## src/rtl/cnn_pkg.sv

```systemverilog
// Shared types and helpers for the streaming convolution/pooling engine.
package cnn_pkg;

  typedef enum logic [1:0] {
    StIdle,
    StWload,
    StFeed,
    StDrain
  } state_e;

  localparam logic POOL_MAX = 1'b0;
  localparam logic POOL_AVG = 1'b1;

  // Clamp a wide signed value into the range of a dw-bit signed word.
  function automatic logic signed [63:0] sat_dw(input logic signed [63:0] value,
                                                input int unsigned        dw);
    logic signed [63:0] hi;
    logic signed [63:0] lo;
    hi = (64'sd1 <<< (dw - 1)) - 64'sd1;
    lo = -(64'sd1 <<< (dw - 1));
    if (value > hi) begin
      return hi;
    end else if (value < lo) begin
      return lo;
    end
    return value;
  endfunction

endpackage

```

## src/rtl/pool2x2_unit.sv

```systemverilog
// 2x2 stride-2 max/average pooling over a raster stream of convolution results.
module pool2x2_unit
  import cnn_pkg::*;
#(
  parameter int unsigned DW = 16,
  parameter int unsigned CW = 4,
  parameter int unsigned P  = 3
) (
  input  logic                 clk,
  input  logic                 rst,
  input  logic                 mode,
  input  logic                 conv_valid,
  input  logic signed [DW-1:0] conv_data,
  input  logic [CW-1:0]        conv_row,
  input  logic [CW-1:0]        conv_col,
  input  logic                 flush,
  output logic                 pool_valid,
  output logic signed [DW-1:0] pool_data,
  output logic                 pool_last
);

  localparam int unsigned SW = DW + 2;
  localparam int unsigned BW = (P > 1) ? $clog2(P) : 1;
  localparam logic [CW-1:0] EdgeIdx = CW'(2 * P - 1);

  logic signed [DW-1:0] first_q;
  logic signed [SW-1:0] pair_buf_q [P];
  logic signed [DW-1:0] hold_q;
  logic                 valid_q;
  logic signed [DW-1:0] data_q;
  logic                 last_q;

  logic                 in_range;
  logic                 pair_done;
  logic                 quad_done;
  logic                 is_final;
  logic [BW-1:0]        slot;
  logic signed [SW-1:0] conv_ext;
  logic signed [SW-1:0] first_ext;
  logic signed [SW-1:0] pair;
  logic signed [SW-1:0] stored;
  logic signed [DW-1:0] quad;

  always_comb begin
    // Odd conv sides leave a trailing row/column that never joins a block.
    in_range  = (conv_row <= EdgeIdx) && (conv_col <= EdgeIdx);
    pair_done = conv_valid && in_range && conv_col[0];
    quad_done = pair_done && conv_row[0];
    is_final  = quad_done && (conv_row == EdgeIdx) && (conv_col == EdgeIdx);
    slot      = BW'(conv_col >> 1);
    conv_ext  = SW'(conv_data);
    first_ext = SW'(first_q);
    stored    = pair_buf_q[slot];
    if (mode == POOL_AVG) begin
      pair = first_ext + conv_ext;
      quad = DW'((stored + pair) >>> 2);
    end else begin
      pair = (first_ext > conv_ext) ? first_ext : conv_ext;
      quad = (stored > pair) ? DW'(stored) : DW'(pair);
    end
  end

  always_ff @(posedge clk) begin
    if (rst) begin
      first_q    <= '0;
      pair_buf_q <= '{default: '0};
      hold_q     <= '0;
      valid_q    <= 1'b0;
      data_q     <= '0;
      last_q     <= 1'b0;
    end else begin
      if (conv_valid && in_range && !conv_col[0]) begin
        first_q <= conv_data;
      end
      if (pair_done && !conv_row[0]) begin
        pair_buf_q[slot] <= pair;
      end
      // The final block is held back so it leaves together with the end-of-frame marker.
      if (is_final) begin
        hold_q <= quad;
      end
      valid_q <= (quad_done && !is_final) || flush;
      last_q  <= flush;
      if (flush) begin
        data_q <= is_final ? quad : hold_q;
      end else if (quad_done) begin
        data_q <= quad;
      end
    end
  end

  assign pool_valid = valid_q;
  assign pool_data  = data_q;
  assign pool_last  = last_q;

endmodule

```

## src/rtl/conv_pool_stream.sv

```systemverilog
// Streaming 3x3 fixed-point convolution over an internally zero-padded raster image,
// followed by 2x2 stride-2 max/average pooling.
module conv_pool_stream
  import cnn_pkg::*;
#(
  parameter int unsigned DW   = 16,
  parameter int unsigned IMG  = 7,
  parameter int unsigned PAD  = 1,
  parameter int unsigned FRAC = 8
) (
  input  logic                 clk,
  input  logic                 rst,
  input  logic                 w_load,
  input  logic                 w_valid,
  input  logic signed [DW-1:0] w_data,
  input  logic                 start,
  input  logic                 relu_en,
  input  logic                 pool_mode,
  input  logic                 img_valid,
  input  logic signed [DW-1:0] img_data,
  output logic                 img_ready,
  output logic                 pool_valid,
  output logic signed [DW-1:0] pool_data,
  output logic                 pool_last,
  output logic                 busy,
  output logic                 frame_done
);

  localparam int unsigned SIZE = IMG + 2 * PAD;
  localparam int unsigned O    = SIZE - 2;
  localparam int unsigned P    = O / 2;
  localparam int unsigned CW   = $clog2(SIZE);
  localparam int unsigned ACCW = 2 * DW + 4;
  localparam logic [CW-1:0] LastIdx = CW'(SIZE - 1);

  state_e               state_q, state_d;
  logic [3:0]           wcnt_q;
  logic                 drain_q;
  logic                 relu_q;
  logic                 mode_q;
  logic [CW-1:0]        row_q;
  logic [CW-1:0]        col_q;
  logic signed [DW-1:0] weight_q [9];
  logic signed [DW-1:0] lb0_q [SIZE];
  logic signed [DW-1:0] lb1_q [SIZE];
  logic signed [DW-1:0] win_q [3][3];
  logic signed [DW-1:0] win_d [3][3];
  logic                 conv_valid_q;
  logic signed [DW-1:0] conv_data_q;
  logic [CW-1:0]        conv_row_q;
  logic [CW-1:0]        conv_col_q;

  logic                   is_pad;
  logic                   take;
  logic                   last_pos;
  logic                   conv_hit;
  logic                   w_take;
  logic                   accept_wload;
  logic                   accept_start;
  logic                   flush;
  logic signed [DW-1:0]   pix;
  logic signed [2*DW-1:0] prod;
  logic signed [ACCW-1:0] acc;
  logic signed [ACCW-1:0] acc_shr;
  logic signed [DW-1:0]   conv_d;

  always_comb begin
    is_pad = (32'(row_q) < PAD) || (32'(row_q) >= SIZE - PAD) ||
             (32'(col_q) < PAD) || (32'(col_q) >= SIZE - PAD);
    accept_wload = (state_q == StIdle) && w_load;
    accept_start = (state_q == StIdle) && !w_load && start;
    w_take       = (state_q == StWload) && w_valid;
    take         = (state_q == StFeed) && (is_pad || img_valid);
    last_pos     = (row_q == LastIdx) && (col_q == LastIdx);
    conv_hit     = take && (row_q >= CW'(2)) && (col_q >= CW'(2));
    flush        = (state_q == StDrain) && !drain_q;

    state_d = state_q;
    unique case (state_q)
      StIdle: begin
        if (accept_wload) begin
          state_d = StWload;
        end else if (accept_start) begin
          state_d = StFeed;
        end
      end
      StWload: if (w_take && (wcnt_q == 4'd8)) state_d = StIdle;
      StFeed:  if (take && last_pos) state_d = StDrain;
      StDrain: if (drain_q) state_d = StIdle;
      default: state_d = StIdle;
    endcase
  end

  assign img_ready = (state_q == StFeed) && !is_pad;
  assign busy      = (state_q != StIdle);

  // The MAC sees the window as it will be after this position shifts in,
  // so the registered result lands one cycle after the take.
  always_comb begin
    pix = is_pad ? '0 : img_data;
    for (int i = 0; i < 3; i++) begin
      win_d[2'(i)][0] = win_q[2'(i)][1];
      win_d[2'(i)][1] = win_q[2'(i)][2];
    end
    win_d[0][2] = lb1_q[col_q];
    win_d[1][2] = lb0_q[col_q];
    win_d[2][2] = pix;

    acc = '0;
    for (int k = 0; k < 9; k++) begin
      prod = weight_q[4'(k)] * win_d[2'(k / 3)][2'(k % 3)];
      acc  = acc + ACCW'(prod);
    end
    acc_shr = acc >>> FRAC;
    conv_d  = DW'(sat_dw(64'(acc_shr), DW));
    if (relu_q && conv_d[DW-1]) begin
      conv_d = '0;
    end
  end

  always_ff @(posedge clk) begin
    if (rst) begin
      state_q      <= StIdle;
      wcnt_q       <= '0;
      drain_q      <= 1'b0;
      relu_q       <= 1'b0;
      mode_q       <= POOL_MAX;
      row_q        <= '0;
      col_q        <= '0;
      weight_q     <= '{default: '0};
      lb0_q        <= '{default: '0};
      lb1_q        <= '{default: '0};
      win_q        <= '{default: '0};
      conv_valid_q <= 1'b0;
      conv_data_q  <= '0;
      conv_row_q   <= '0;
      conv_col_q   <= '0;
    end else begin
      state_q <= state_d;
      drain_q <= (state_q == StDrain) && !drain_q;

      if (accept_wload) begin
        wcnt_q <= '0;
      end else if (w_take) begin
        wcnt_q <= wcnt_q + 4'd1;
        for (int k = 0; k < 8; k++) begin
          weight_q[4'(k)] <= weight_q[4'(k + 1)];
        end
        weight_q[8] <= w_data;
      end

      if (accept_start) begin
        relu_q <= relu_en;
        mode_q <= pool_mode;
      end

      // Counters wrap to zero after the last padded position, ready for the next frame.
      if (take) begin
        lb1_q[col_q] <= lb0_q[col_q];
        lb0_q[col_q] <= pix;
        win_q        <= win_d;
        if (col_q == LastIdx) begin
          col_q <= '0;
          row_q <= (row_q == LastIdx) ? '0 : row_q + CW'(1);
        end else begin
          col_q <= col_q + CW'(1);
        end
      end

      conv_valid_q <= conv_hit;
      if (conv_hit) begin
        conv_data_q <= conv_d;
        conv_row_q  <= row_q - CW'(2);
        conv_col_q  <= col_q - CW'(2);
      end
    end
  end

  pool2x2_unit #(
    .DW (DW),
    .CW (CW),
    .P  (P)
  ) u_pool (
    .clk        (clk),
    .rst        (rst),
    .mode       (mode_q),
    .conv_valid (conv_valid_q),
    .conv_data  (conv_data_q),
    .conv_row   (conv_row_q),
    .conv_col   (conv_col_q),
    .flush      (flush),
    .pool_valid (pool_valid),
    .pool_data  (pool_data),
    .pool_last  (pool_last)
  );

  assign frame_done = pool_last;

endmodule

```

## config.mk

```make
export PLATFORM = sky130hd
export DESIGN_NAME = conv_pool_stream
export DESIGN_NICKNAME = d
export VERILOG_FILES = /design/src/rtl/cnn_pkg.sv /design/src/rtl/pool2x2_unit.sv /design/src/rtl/conv_pool_stream.sv
export SDC_FILE = /design/constraint.sdc
export NUM_CORES = 1
export LEC_CHECK = 0
export ABC_AREA = 1
export BUFFER_PORTS_ARGS = -buffer_cell sky130_fd_sc_hd__buf_2
export CAP_MARGIN = 10
export CORE_MARGIN = 1
export CORE_UTILIZATION = 63
export DETAILED_ROUTE_END_ITERATION = 8
export GPL_ROUTABILITY_DRIVEN = 0
export MAX_ROUTING_LAYER = met4
export PLACE_DENSITY_LB_ADDON = 0.15
export SLEW_MARGIN = 10
export SYNTH_ARGS = -nofsm -noshare
export SYNTH_HDL_FRONTEND = slang
export SYNTH_SLANG_ARGS = --single-unit
```

## constraint.sdc

```tcl
create_clock -name clk -period 5.56 [get_ports clk]
set_input_delay 0.278 -clock clk [delete_from_list [all_inputs] [get_ports clk]]
set_output_delay 0.278 -clock clk [all_outputs]
set_load 0.01 [all_outputs]
```

==> run summary <==
Syn. warnings -> 0
final slew viol count -> 0
Crit Path Class -> reg -> reg
number of synthesized flops with an enable pin -> 0
Buf/Inv on CP -> 1
VDD IR-drop max -> 0.160 mV
fillers -> 672
routed wire length -> 11,200 microns
Static Leak -> 3.06 nW
Layout Nets -> 806
synth top area cells -> dfxtp_1, nand2_1, nand3_1, inv_1, nor2_1
total die area -> 8660 sq um
CTS buffer count -> 9
Power, Total -> 0.00141 W
Max stage delay on crit path -> 0.79 ns
residual DRC count -> 0
Fin Setup TNS -> 0 ns
Post-Syn Instances -> 746
min cycle time layout -> 2.63 ns
Mean Syn Cell Area -> 7.00 sq um
first-pass GRT wire length -> 19,500 microns
peak fanout along the critical path -> 16
GRT Residual Overflow -> 0
total track usage -> 29.1%
RSZ-0062 raised after global routing -> false
crit path DAT -> 2.96 ns
Layout area overhead -> 6.23%
asr flop ratio synth -> 0%
period utilisation layout -> 47.3%
crit start category -> flop
Synth cell types -> 36
CP delay by family, top -> simple AND/OR/NAND/NOR gates
1st-iter DRT viols -> 281
Die Y -> 93.0 microns
CP Capture Type -> flop
Clk Latency, worst-skew pair -> 0.38 ns
Max-Cap Viols -> 0
Routed wire per std cell -> 13.0 microns
r2r setup slk -> 2.93 ns
Core ar. -> 7890 sq um
Syn Nets -> 798
HP Class -> in -> reg
Antenna Cells -> 0
Antenna Nets Post-Route -> 0
DR vias -> 4,585
synthesized area -> 5220 sq um
largest net degree at the start of global routing -> 63
layout cells sized above 1 -> 10.9%
Final setup viols -> 0
cell mode on critical path -> nand2_1
IO buf count -> 27
slowest CP cell -> dfxtp_1
number of vias per cell -> 5.33
CTS tree -> built
DIE WIDTH -> 93.0 microns
post-CTS setup buffers -> 0
status -> complete, no violations
Yosys reg bits -> 112
maximum clock frequency -> 380 MHz
initial antenna violation count -> 0
cts repair resizes -> 0
CTS clk-pin slew, worst paths -> 0.11 ns
Pwr Density -> 254 nW/um^2
Top FF cell, synth -> dfxtp_1
vias in the first global route -> 4,315
Hold-fix buffers, CTS -> 0
Clock Skew -> 0.00602 ns
Clock Sink Count -> 112
clk root buf -> clkbuf_8
Final Hold Vio Count -> 0
post-synth top area cell -> dfxtp_1
Max-Slew Margin vs Limit -> 25.1%
top cell type's share of synthesized area -> 42.9%
htree depth -> 3
register area share after synthesis -> 42.9%
Worst Tran Pin Value -> 1.12 ns
starting density of the core -> 66.2%
Max Root-Sink Buffers -> 2
CP cell instances -> inv_2, nor2_2, nand2_1, nand3_1, nor2_1, nand3_4, nand3_1, nand2_1, nand2_1, nand2_1, nand2_1, nand2_1
DR pass1 iterations -> 5
IO Count -> 61
site row count -> 32
Critical Path RT -> 5.89 ns
DP HPWL -> 7530 microns
-- power breakdown --
| group | switching, W | total [W] | internal, W |
|---|---|---|---|
| logic | 0.0000572 | 0.0000801 | 0.0000229 |
| clock network | 0.000290 | 0.000507 | 0.000217 |
| registers | 0.0000110 | 0.000822 | 0.000811 |
-- per-layer routing --
layer	wire length, microns	track usage (%)	part of all wire, %
met1	4960	34.3	44
met2	5400	49.3	48
met3	549	4.63	4.9
met4	314	12.9	2.8
met5	0	-	0
-- Yosys cell counts (2+ instances only) --
cell,count
nand4_1,2
nand2_1,186
buf_2,7
nand3_1,135
clkbuf_1,16
o21ai_0,11
nor3_1,5
buf_1,4
xor2_1,5
nand3_2,12
a21oi_1,20
nor2_1,64
nor2_2,4
ha_1,12
dfxtp_1,112
or2_2,15
inv_1,112
buf_6,4
inv_2,3
-- logic make-up (layout without fill, tap and decap cells) --
logic type / after synthesis / in the layout / share of synthesized area [%]
and+or+nand+nor: 430 / 430 / 37.5
adders and majority gates: 12 / 12 / 2.88
AOI/OAI and AO/OA: 39 / 39 / 4.39
xor gates and xnor gates: 5 / 5 / 0.839
buffers and inverters: 148 / 161 / 11.5
DFF: 112 / 112 / 42.9
-- path summary, 6_finish.rpt --
kind,startpoint,end,depth (start not counted)
max,conv_col_q[1],u_pool.pool_data[6],12
min,start,mode_q,3
max reg2reg,conv_col_q[1],u_pool.pool_data[6],12
min reg2reg,u_pool.pair_buf_q[46],u_pool.pair_buf_q[46],2
-- registers in the layout, summed over array words and instances (netlist names) --
| register | cells |
|---|---|
| u_pool.pair_buf_q | 54 |
| u_pool.hold_q | 16 |
| u_pool.pool_data | 16 |
| col_q | 4 |
| conv_col_q | 4 |
| conv_row_q | 4 |
| row_q | 4 |
| wcnt_q | 4 |
| state_q | 2 |
| conv_valid_q | 1 |
| drain_q | 1 |
| mode_q | 1 |
| u_pool.pool_valid | 1 |
-- layout make-up --
type / instances / area [sq um] / share of cell area [%]
clock buffer: 9 / 124 / 2.23
clock inverter: 7 / 86.3 / 1.56
inverter: 116 / 435 / 7.85
multi-input combinational: 486 / 2380 / 42.9
sequential: 112 / 2240 / 40.4
tap: 102 / 128 / 2.30
timing repair buffer: 29 / 150 / 2.71
-- through the flow --
stage	instances	hold WS, ns	setup WS [ns]	utilization [%]	cell area, sq um
global route	861	0.195	2.65	70.3	5550
finish	861	0.175	2.93	70.3	5550
global placement	845	0.443	3.06	67.7	5340
CTS	861	0.164	2.98	70.3	5550
floorplan	746	0.436	3.73	-	5220
detailed placement	845	0.446	3.01	67.7	5340
-- tightest hold or removal path, stage by stage --
cell and delay, ns:
buf_2 0.11, nand2_1 0.07, a21oi_1 0.06
-- placed cells by master, fill, tap and decap left out, types with 2 or more instances in the layout --
cell type,n
a21oi_1,20
buf_2,27
buf_4,2
clkbuf_8,9
dfxtp_1,112
ha_1,12
inv_1,112
inv_2,3
inv_6,3
nand2_1,186
nand3_1,135
nand3_2,12
nand4_1,2
nor2_1,64
nor2_2,4
nor3_1,5
o21ai_0,11
or2_2,15
xor2_1,5
(Power assumes the default switching activity.)
